**src/rtl/mm_step_sequencer_if.sv**
```systemverilog
// rtl/mm_step_sequencer_if.sv - host and step-controller handshake bundle for mm_step_sequencer
interface mm_step_sequencer_if #(
   parameter int SW = 3
);
   logic          GO;
   logic          EOM;
   logic          STM;
   logic          LD;
   logic          ACC_CLR;
   logic          SHF;
   logic [SW-1:0] STEP;
   logic          BUSY;
   logic          DONE;
   logic          ERR;

   modport master (
      input  GO, EOM,
      output STM, LD, ACC_CLR, SHF, STEP, BUSY, DONE, ERR
   );

   modport slave (
      output GO, EOM,
      input  STM, LD, ACC_CLR, SHF, STEP, BUSY, DONE, ERR
   );
endinterface

```
**src/rtl/mm_step_sequencer.sv**
```systemverilog
// rtl/mm_step_sequencer.sv - STM/EOM initiator issuing N multiply steps per job; EOM wait timeout under MM_STEP_SEQUENCER_TIMEOUT_EN
module mm_step_sequencer #(
   parameter int N   = 4,
   parameter int SW  = 3,
   parameter int TMO = 15
) (
   input logic                 CLK,
   input logic                 RST,
   mm_step_sequencer_if.master bus
);
   typedef enum logic [2:0] {
      IDLE, LOAD, START, WAIT_BUSY, WAIT_DONE, SHIFT, FIN
   } state_t;

   state_t        state, state_nx;
   logic [SW-1:0] step;
   logic          tmo_hit;
   logic          waiting;
   logic          last_step;

   if (N < 2 || (1 << SW) <= N - 1 || TMO < 1) begin : g_bad_param
      $error("mm_step_sequencer: illegal parameter combination");
   end

   assign waiting   = (state == WAIT_BUSY) || (state == WAIT_DONE);
   assign last_step = (step == SW'(N - 1));

`ifdef MM_STEP_SEQUENCER_TIMEOUT_EN
   localparam int CW = $clog2(TMO + 1);
   logic [CW-1:0] wcnt;
   logic          err;

   // Fires on the TMO-th consecutive wait cycle after STM.
   assign tmo_hit = waiting && (wcnt == CW'(TMO - 1));

   always_ff @(posedge CLK or negedge RST) begin
      if (!RST) begin
         wcnt <= '0;
         err  <= 1'b0;
      end else begin
         if (state == START)
            wcnt <= '0;
         else if (waiting)
            wcnt <= wcnt + 1'b1;

         if (state == IDLE && bus.GO)
            err <= 1'b0;
         else if (tmo_hit && !(state == WAIT_BUSY ? !bus.EOM : bus.EOM))
            err <= 1'b1;
      end
   end

   assign bus.ERR = err;
`else
   assign tmo_hit = 1'b0;
   assign bus.ERR = 1'b0;
`endif

   always_ff @(posedge CLK or negedge RST) begin
      if (!RST) begin
         state <= IDLE;
         step  <= '0;
      end else begin
         state <= state_nx;
         if (state == IDLE && bus.GO)
            step <= '0;
         else if (state == SHIFT)
            step <= step + 1'b1;
      end
   end

   // An EOM edge arriving on the timeout cycle still counts as progress.
   always_comb begin
      state_nx = state;
      unique case (state)
         IDLE:      if (bus.GO) state_nx = LOAD;
         LOAD:      state_nx = START;
         START:     state_nx = WAIT_BUSY;
         WAIT_BUSY: begin
            if (!bus.EOM)
               state_nx = WAIT_DONE;
            else if (tmo_hit)
               state_nx = IDLE;
         end
         WAIT_DONE: begin
            if (bus.EOM)
               state_nx = last_step ? FIN : SHIFT;
            else if (tmo_hit)
               state_nx = IDLE;
         end
         SHIFT:     state_nx = START;
         FIN:       state_nx = IDLE;
         default:   state_nx = IDLE;
      endcase
   end

   assign bus.STM     = (state == START);
   assign bus.LD      = (state == LOAD);
   assign bus.ACC_CLR = (state == LOAD);
   assign bus.SHF     = (state == SHIFT);
   assign bus.BUSY    = (state != IDLE);
   assign bus.DONE    = (state == FIN);
   assign bus.STEP    = step;
endmodule

```
**src/flat_wrapper.sv**
```systemverilog
// flat-port wrapper written by rule: the top's interface ports become plain ports
module mm_step_sequencer_flat 
#(
   parameter int N   = 4,
   parameter int SW  = 3,
   parameter int TMO = 15
)
  (CLK, RST, bus_GO, bus_EOM, bus_STM, bus_LD, bus_ACC_CLR, bus_SHF, bus_STEP, bus_BUSY, bus_DONE, bus_ERR);
  mm_step_sequencer_if #(.SW(SW)) bus_i ();
  input logic CLK;
  input logic RST;
  input wire logic [$bits(bus_i.GO)-1:0] bus_GO;
  input wire logic [$bits(bus_i.EOM)-1:0] bus_EOM;
  output wire logic [$bits(bus_i.STM)-1:0] bus_STM;
  output wire logic [$bits(bus_i.LD)-1:0] bus_LD;
  output wire logic [$bits(bus_i.ACC_CLR)-1:0] bus_ACC_CLR;
  output wire logic [$bits(bus_i.SHF)-1:0] bus_SHF;
  output wire logic [$bits(bus_i.STEP)-1:0] bus_STEP;
  output wire logic [$bits(bus_i.BUSY)-1:0] bus_BUSY;
  output wire logic [$bits(bus_i.DONE)-1:0] bus_DONE;
  output wire logic [$bits(bus_i.ERR)-1:0] bus_ERR;
  assign bus_i.GO = bus_GO;
  assign bus_i.EOM = bus_EOM;
  assign bus_STM = bus_i.STM;
  assign bus_LD = bus_i.LD;
  assign bus_ACC_CLR = bus_i.ACC_CLR;
  assign bus_SHF = bus_i.SHF;
  assign bus_STEP = bus_i.STEP;
  assign bus_BUSY = bus_i.BUSY;
  assign bus_DONE = bus_i.DONE;
  assign bus_ERR = bus_i.ERR;
  mm_step_sequencer #(.N(N), .SW(SW), .TMO(TMO)) u_core (.CLK(CLK), .RST(RST), .bus(bus_i));
endmodule
```
**config.mk**
```make
export PLATFORM = sky130hd
export DESIGN_NAME = mm_step_sequencer_flat
export DESIGN_NICKNAME = d
export VERILOG_FILES = /design/src/rtl/mm_step_sequencer_if.sv /design/src/rtl/mm_step_sequencer.sv /design/src/flat_wrapper.sv
export SDC_FILE = /design/constraint.sdc
export NUM_CORES = 1
export LEC_CHECK = 0
export ABC_AREA = 0
export CORE_AREA = 5 5 42 44
export DETAILED_ROUTE_END_ITERATION = 10
export DIE_AREA = 0 0 47 49
export GPL_TIMING_DRIVEN = 0
export PLACE_DENSITY = 0.53
export SKIP_LAST_GASP = 1
export SLEW_MARGIN = 30
export SYNTH_ARGS = -nofsm -noshare
export SYNTH_HDL_FRONTEND = slang
export SYNTH_SLANG_ARGS = --single-unit
```
**constraint.sdc**
```tcl
create_clock -name CLK -period 3.55 [get_ports CLK]
set_input_delay 0.5325 -clock CLK [delete_from_list [all_inputs] [get_ports CLK]]
set_output_delay 0.5325 -clock CLK [all_outputs]
set_load 0.02 [all_outputs]
```
==> impl_results.html, run 1 <==
<table>
<tr><th>Metric</th><th>Value</th></tr>
<tr><th colspan="2">Outcome</th></tr>
<tr><td>Run status</td><td>complete, no violations</td></tr>
<tr><th colspan="2">Layout</th></tr>
<tr><td>Final Instance Area</td><td>557 µm²</td></tr>
<tr><td>Number of filler cells placed in the layout</td><td>155</td></tr>
<tr><td>Net count of the finished layout</td><td>61</td></tr>
<tr><td>Antenna diode instance count</td><td>0</td></tr>
<tr><td>Fraction of final layout cells with drive strength greater than 1</td><td>17.0%</td></tr>
<tr><td>Layout overhead on the synthesized area</td><td>41.3%</td></tr>
<tr><th colspan="2">Critical path</th></tr>
<tr><td>Capturing instance or port of the critical path</td><td>bus_LD</td></tr>
<tr><td>Worst reg2reg path startpoint</td><td>u_core.bus.STEP[0]</td></tr>
<tr><td>R2R Path End</td><td>u_core.state[0]</td></tr>
<tr><td>CP Max Fanout</td><td>10</td></tr>
<tr><td>Logic depth of the worst path, buffers included</td><td>4</td></tr>
<tr><td>Max stage delay cell, worst path</td><td>clkdlybuf4s50_1</td></tr>
<tr><td>Critical path's top delay family</td><td>buffers and inverters</td></tr>
<tr><td>FF-to-FF setup slack</td><td>2240 ps</td></tr>
<tr><td>Kind of end point of the critical path</td><td>output port</td></tr>
<tr><td>Element type at the critical path start</td><td>flop</td></tr>
<tr><td>Data arrival, critical path</td><td>1870 ps</td></tr>
<tr><td>Worst path required time</td><td>3020 ps</td></tr>
<tr><td>Reg2reg path depth</td><td>4</td></tr>
<tr><td>Critical path's largest stage delay</td><td>590 ps</td></tr>
<tr><td>Worst setup path startpoint</td><td>u_core.state[2]</td></tr>
<tr><td>Series of cell instances along the critical path</td><td>buf_2, nor3b_1, buf_4, clkdlybuf4s50_1</td></tr>
<tr><td>Crit path buf inv count</td><td>3</td></tr>
<tr><td>Critical Setup Path Class</td><td>flop to output port</td></tr>
<tr><th colspan="2">Pwr</th></tr>
<tr><td>Switching power as a share of total power</td><td>40.4%</td></tr>
<tr><td>Flop pwr share</td><td>25.1%</td></tr>
<tr><td>Total power density per cell area</td><td>907 nW/µm²</td></tr>
<tr><td>Clock group share of total power</td><td>12.2%</td></tr>
<tr><td>Part of the total power dissipated in combinational logic</td><td>62.7%</td></tr>
<tr><td>Power after layout</td><td>0.505 mW</td></tr>
<tr><td>Leak</td><td>0.253 nW</td></tr>
<tr><td>NetSw</td><td>0.204 mW</td></tr>
<tr><td>Int Power</td><td>0.301 mW</td></tr>
<tr><td>Worst vdd ir</td><td>367 µV</td></tr>
<tr><th colspan="2">Synth</th></tr>
<tr><td>Sequential-to-total area share from yosys stat</td><td>38.1%</td></tr>
<tr><td>Mux cell area share after synthesis</td><td>0%</td></tr>
<tr><td>Cell area after synthesis</td><td>394 µm²</td></tr>
<tr><td>Number of distinct library cells after synthesis</td><td>23</td></tr>
<tr><td>Net count after synthesis</td><td>44</td></tr>
<tr><td>Fraction of the mapped netlist area in compound gates</td><td>17.5%</td></tr>
<tr><td>Post-Synthesis Cells</td><td>38</td></tr>
<tr><td>Warnings from Yosys</td><td>0</td></tr>
<tr><td>Adder-cell share of the synthesized area</td><td>6.35%</td></tr>
<tr><td>Combinational family with the most area after synthesis</td><td>simple AND/OR/NAND/NOR gates</td></tr>
<tr><td>Flip-flop and latch count after synthesis</td><td>6</td></tr>
<tr><td>Mean instance size in the synthesized netlist</td><td>10.4 µm²</td></tr>
<tr><td>Basic-gate share of the synthesized area counting and, or, nand and nor cells</td><td>27.0%</td></tr>
<tr><td>Share of the synthesized netlist area taken by xor and xnor gates</td><td>0%</td></tr>
<tr><th colspan="2">Place</th></tr>
<tr><td>Final RePlAce weighted congestion</td><td>0.686</td></tr>
<tr><td>PortBufs</td><td>12</td></tr>
<tr><td>Detailed Place HPWL</td><td>636 µm</td></tr>
<tr><td>Post-place setup slack</td><td>1410 ps</td></tr>
<tr><td>Post-place instance area</td><td>534 µm²</td></tr>
<tr><th colspan="2">Die</th></tr>
<tr><td>Die span in y</td><td>49 µm</td></tr>
<tr><td>Die width</td><td>47 µm</td></tr>
<tr><td>Overall die area</td><td>2300 µm²</td></tr>
<tr><td>Top-Level Pins</td><td>14</td></tr>
<tr><td>Core outline area</td><td>1400 µm²</td></tr>
<tr><td>Initial Utilization</td><td>28.1%</td></tr>
<tr><td>Number of placement rows</td><td>14</td></tr>
<tr><th colspan="2">Clocking</th></tr>
<tr><td>Clk buf depth</td><td>2</td></tr>
<tr><td>CTS resizes</td><td>0</td></tr>
<tr><td>Clock-pin slew of the registers on the worst-case setup and hold paths</td><td>40 ps</td></tr>
<tr><td>Number of buffers inserted by hold repair at cts</td><td>0</td></tr>
<tr><td>CTS sink count</td><td>6</td></tr>
<tr><td>Clock buffers created by TritonCTS</td><td>3</td></tr>
<tr><td>Buffers inserted during post-CTS setup optimization</td><td>0</td></tr>
<tr><td>Clock root cell</td><td>clkbuf_4</td></tr>
<tr><td>Clock tree from TritonCTS</td><td>done</td></tr>
<tr><td>CTS H-Tree Depth</td><td>1</td></tr>
<tr><td>Clock latency on the worst-skew pair</td><td>240 ps</td></tr>
<tr><th colspan="2">GRT</th></tr>
<tr><td>Busiest layer in global routing</td><td>met2</td></tr>
<tr><td>Largest net degree at the start of global routing</td><td>11</td></tr>
<tr><td>Vias in the first global route</td><td>329</td></tr>
<tr><td>Initial antenna violation count</td><td>0</td></tr>
<tr><td>Aggregate global routing overflow</td><td>0</td></tr>
<tr><td>Total Routing Usage GR</td><td>8.36%</td></tr>
<tr><td>Global-route wire length before repair</td><td>1.37 mm</td></tr>
<tr><td>Met2 Track Usage GR</td><td>11.1%</td></tr>
<tr><td>Met1 track utilization from global routing</td><td>10.5%</td></tr>
<tr><td>GRT met3 Usage</td><td>4.80%</td></tr>
<tr><th colspan="2">Worst hold path</th></tr>
<tr><td>Kind of path behind the tightest hold check</td><td>flop to flop</td></tr>
<tr><th colspan="2">Timing</th></tr>
<tr><td>Final cycle utilization of the critical path</td><td>67.7%</td></tr>
<tr><td>Setup TNS after final layout</td><td>0 ps</td></tr>
<tr><td>Worst hold slack</td><td>532 ps</td></tr>
<tr><td>Setup Skew</td><td>0.322 ps</td></tr>
<tr><td>Final critical path time including I/O delays and setup</td><td>2400 ps</td></tr>
<tr><td>Setup repair after global routing missed its margin</td><td>no</td></tr>
<tr><td>Final setup viols</td><td>0</td></tr>
<tr><td>Final slew viol count</td><td>0</td></tr>
<tr><td>Final number of hold-violating endpoints</td><td>0</td></tr>
<tr><td>Final worst setup slack</td><td>1150 ps</td></tr>
<tr><td>Highest achievable clock rate</td><td>0.416 GHz</td></tr>
<tr><th colspan="2">Run</th></tr>
<tr><td>Max-capacitance violation count</td><td>0</td></tr>
<tr><th colspan="2">Drt</th></tr>
<tr><td>Number of remaining DRC errors</td><td>0</td></tr>
<tr><td>1st-iter DRT viols</td><td>2</td></tr>
<tr><td>Detailed-route wire length per cell</td><td>11.9 µm</td></tr>
<tr><td>Remaining antenna violation count</td><td>0</td></tr>
<tr><td>Drt pass-1 iters</td><td>2</td></tr>
<tr><td>Wire length after detailed routing</td><td>820 µm</td></tr>
<tr><td>Average via count per standard cell</td><td>4.70</td></tr>
<tr><td>Count of vias placed by the detailed router</td><td>324</td></tr>
</table>
## sequential cells by signal, summed over array words and instances, names as in the netlist
register / count
u_core.state: 3
u_core.bus.STEP: 3
## final cells by class
| type | instances | area [µm²] | share of cell area [%] |
|---|---|---|---|
| repair buffers | 12 | 120 | 21.6 |
| flip-flops and latches | 6 | 150 | 27.0 |
| plain buffers | 5 | 36.3 | 6.52 |
| well taps | 16 | 20.0 | 3.60 |
| multi-input cells | 26 | 204 | 36.6 |
| inverters | 1 | 3.75 | 0.674 |
| clock buffers | 3 | 22.5 | 4.04 |
## cell families (layout without fill, tap and decap cells)
group,Yosys count,in the layout
simple gates,14,14
fa+ha+maj,2,2
buf+inv,6,21
compound gates,9,9
flops,6,6
other cells,1,1
## metrics by stage
step           instances  utilization, %
2_1_floorplan         38               -
3_3_place_gp          66            38.1
3_5_place_dp          66            38.1
4_1_cts               69            39.7
5_1_grt               69            39.7
6_report              69            39.7
## routing by layer
metal	share of wire [%]	vias to the layer above
met3	8.8	0
met2	45	14
met1	46	146
li1	-	164
met5	0	-
met4	0	0
## cell usage after synthesis
cell type  instances  area, µm²
inv_1              1       3.75
buf_2              2       10.0
or3_1              2       12.5
dfrtp_1            6        150
o22a_1             3       26.3
buf_4              2       15.0
nand2_1            1       3.75
o21ba_1            1       10.0
a31oi_1            2       12.5
nor3b_1            3       22.5
nor4bb_1           1       10.0
buf_6              1       11.3
o21a_1             1       7.51
a21o_1             1       7.51
a21oi_1            1       5.00
and2b_1            1       7.51
nor2_1             2       7.51
ha_1               2       25.0
nand3_1            1       5.00
conb_1             1       3.75
and3b_1            1       8.76
nor3b_4            1       18.8
and4b_1            1       10.0
## cell usage in the layout (no fill, tap or decap), types with 2 or more instances in the layout
cell type / count
o22a_1: 3
clkbuf_4: 3
or3_1: 2
a31oi_1: 2
nor3b_1: 3
dfrtp_1: 6
buf_2: 2
buf_4: 2
clkdlybuf4s50_1: 12
ha_1: 2
nor2_1: 2
## power by group through the flow
stage	logic, mW	registers (mW)	clock network, mW
global route	0.348	0.131	0.0683
detailed placement	0.320	0.128	0
CTS	0.321	0.127	0.0654
floorplan	0.196	0.138	0
global placement	0.323	0.128	0
finish	0.317	0.127	0.0615
## worst reg2reg max path: stages, from the launching register on
cell	delay, ps
dfrtp_1	380
ha_1	170
ha_1	150
and4b_1	180
or3_1	300
## worst min path at each step
| stage | cells after the start | endpoint | start | slack [ps] |
|---|---|---|---|---|
| floorplan | 0 | u_core.bus.STEP[0] | RST | 240 |
| finish | 1 | u_core.bus.STEP[2] | u_core.bus.STEP[2] | 530 |
| detailed placement | 1 | u_core.bus.STEP[2] | u_core.bus.STEP[2] | 520 |
| global placement | 1 | u_core.bus.STEP[2] | u_core.bus.STEP[2] | 530 |
| global route | 1 | u_core.bus.STEP[2] | RST | 550 |
| CTS | 1 | u_core.bus.STEP[2] | RST | 540 |
Note: power is estimated with default switching activity, not from simulation.
==> run 2, diff against run 1 <==
Clock period 3.55 ns to 2.5 ns, I/O delays scaled along.
==> results of run 2 <==
Same layout as run 1 (identical final DEF). Status: complete, no violations.
Among the figures that moved: setup slack after placement 1410 ps -> 515 ps; setup slack after layout 1150 ps -> 254 ps; hold slack 532 ps -> 387 ps; register-to-register setup slack 2240 ps -> 1190 ps; total power 0.505 mW -> 0.717 mW; worst IR drop on VDD 367 µV -> 521 µV
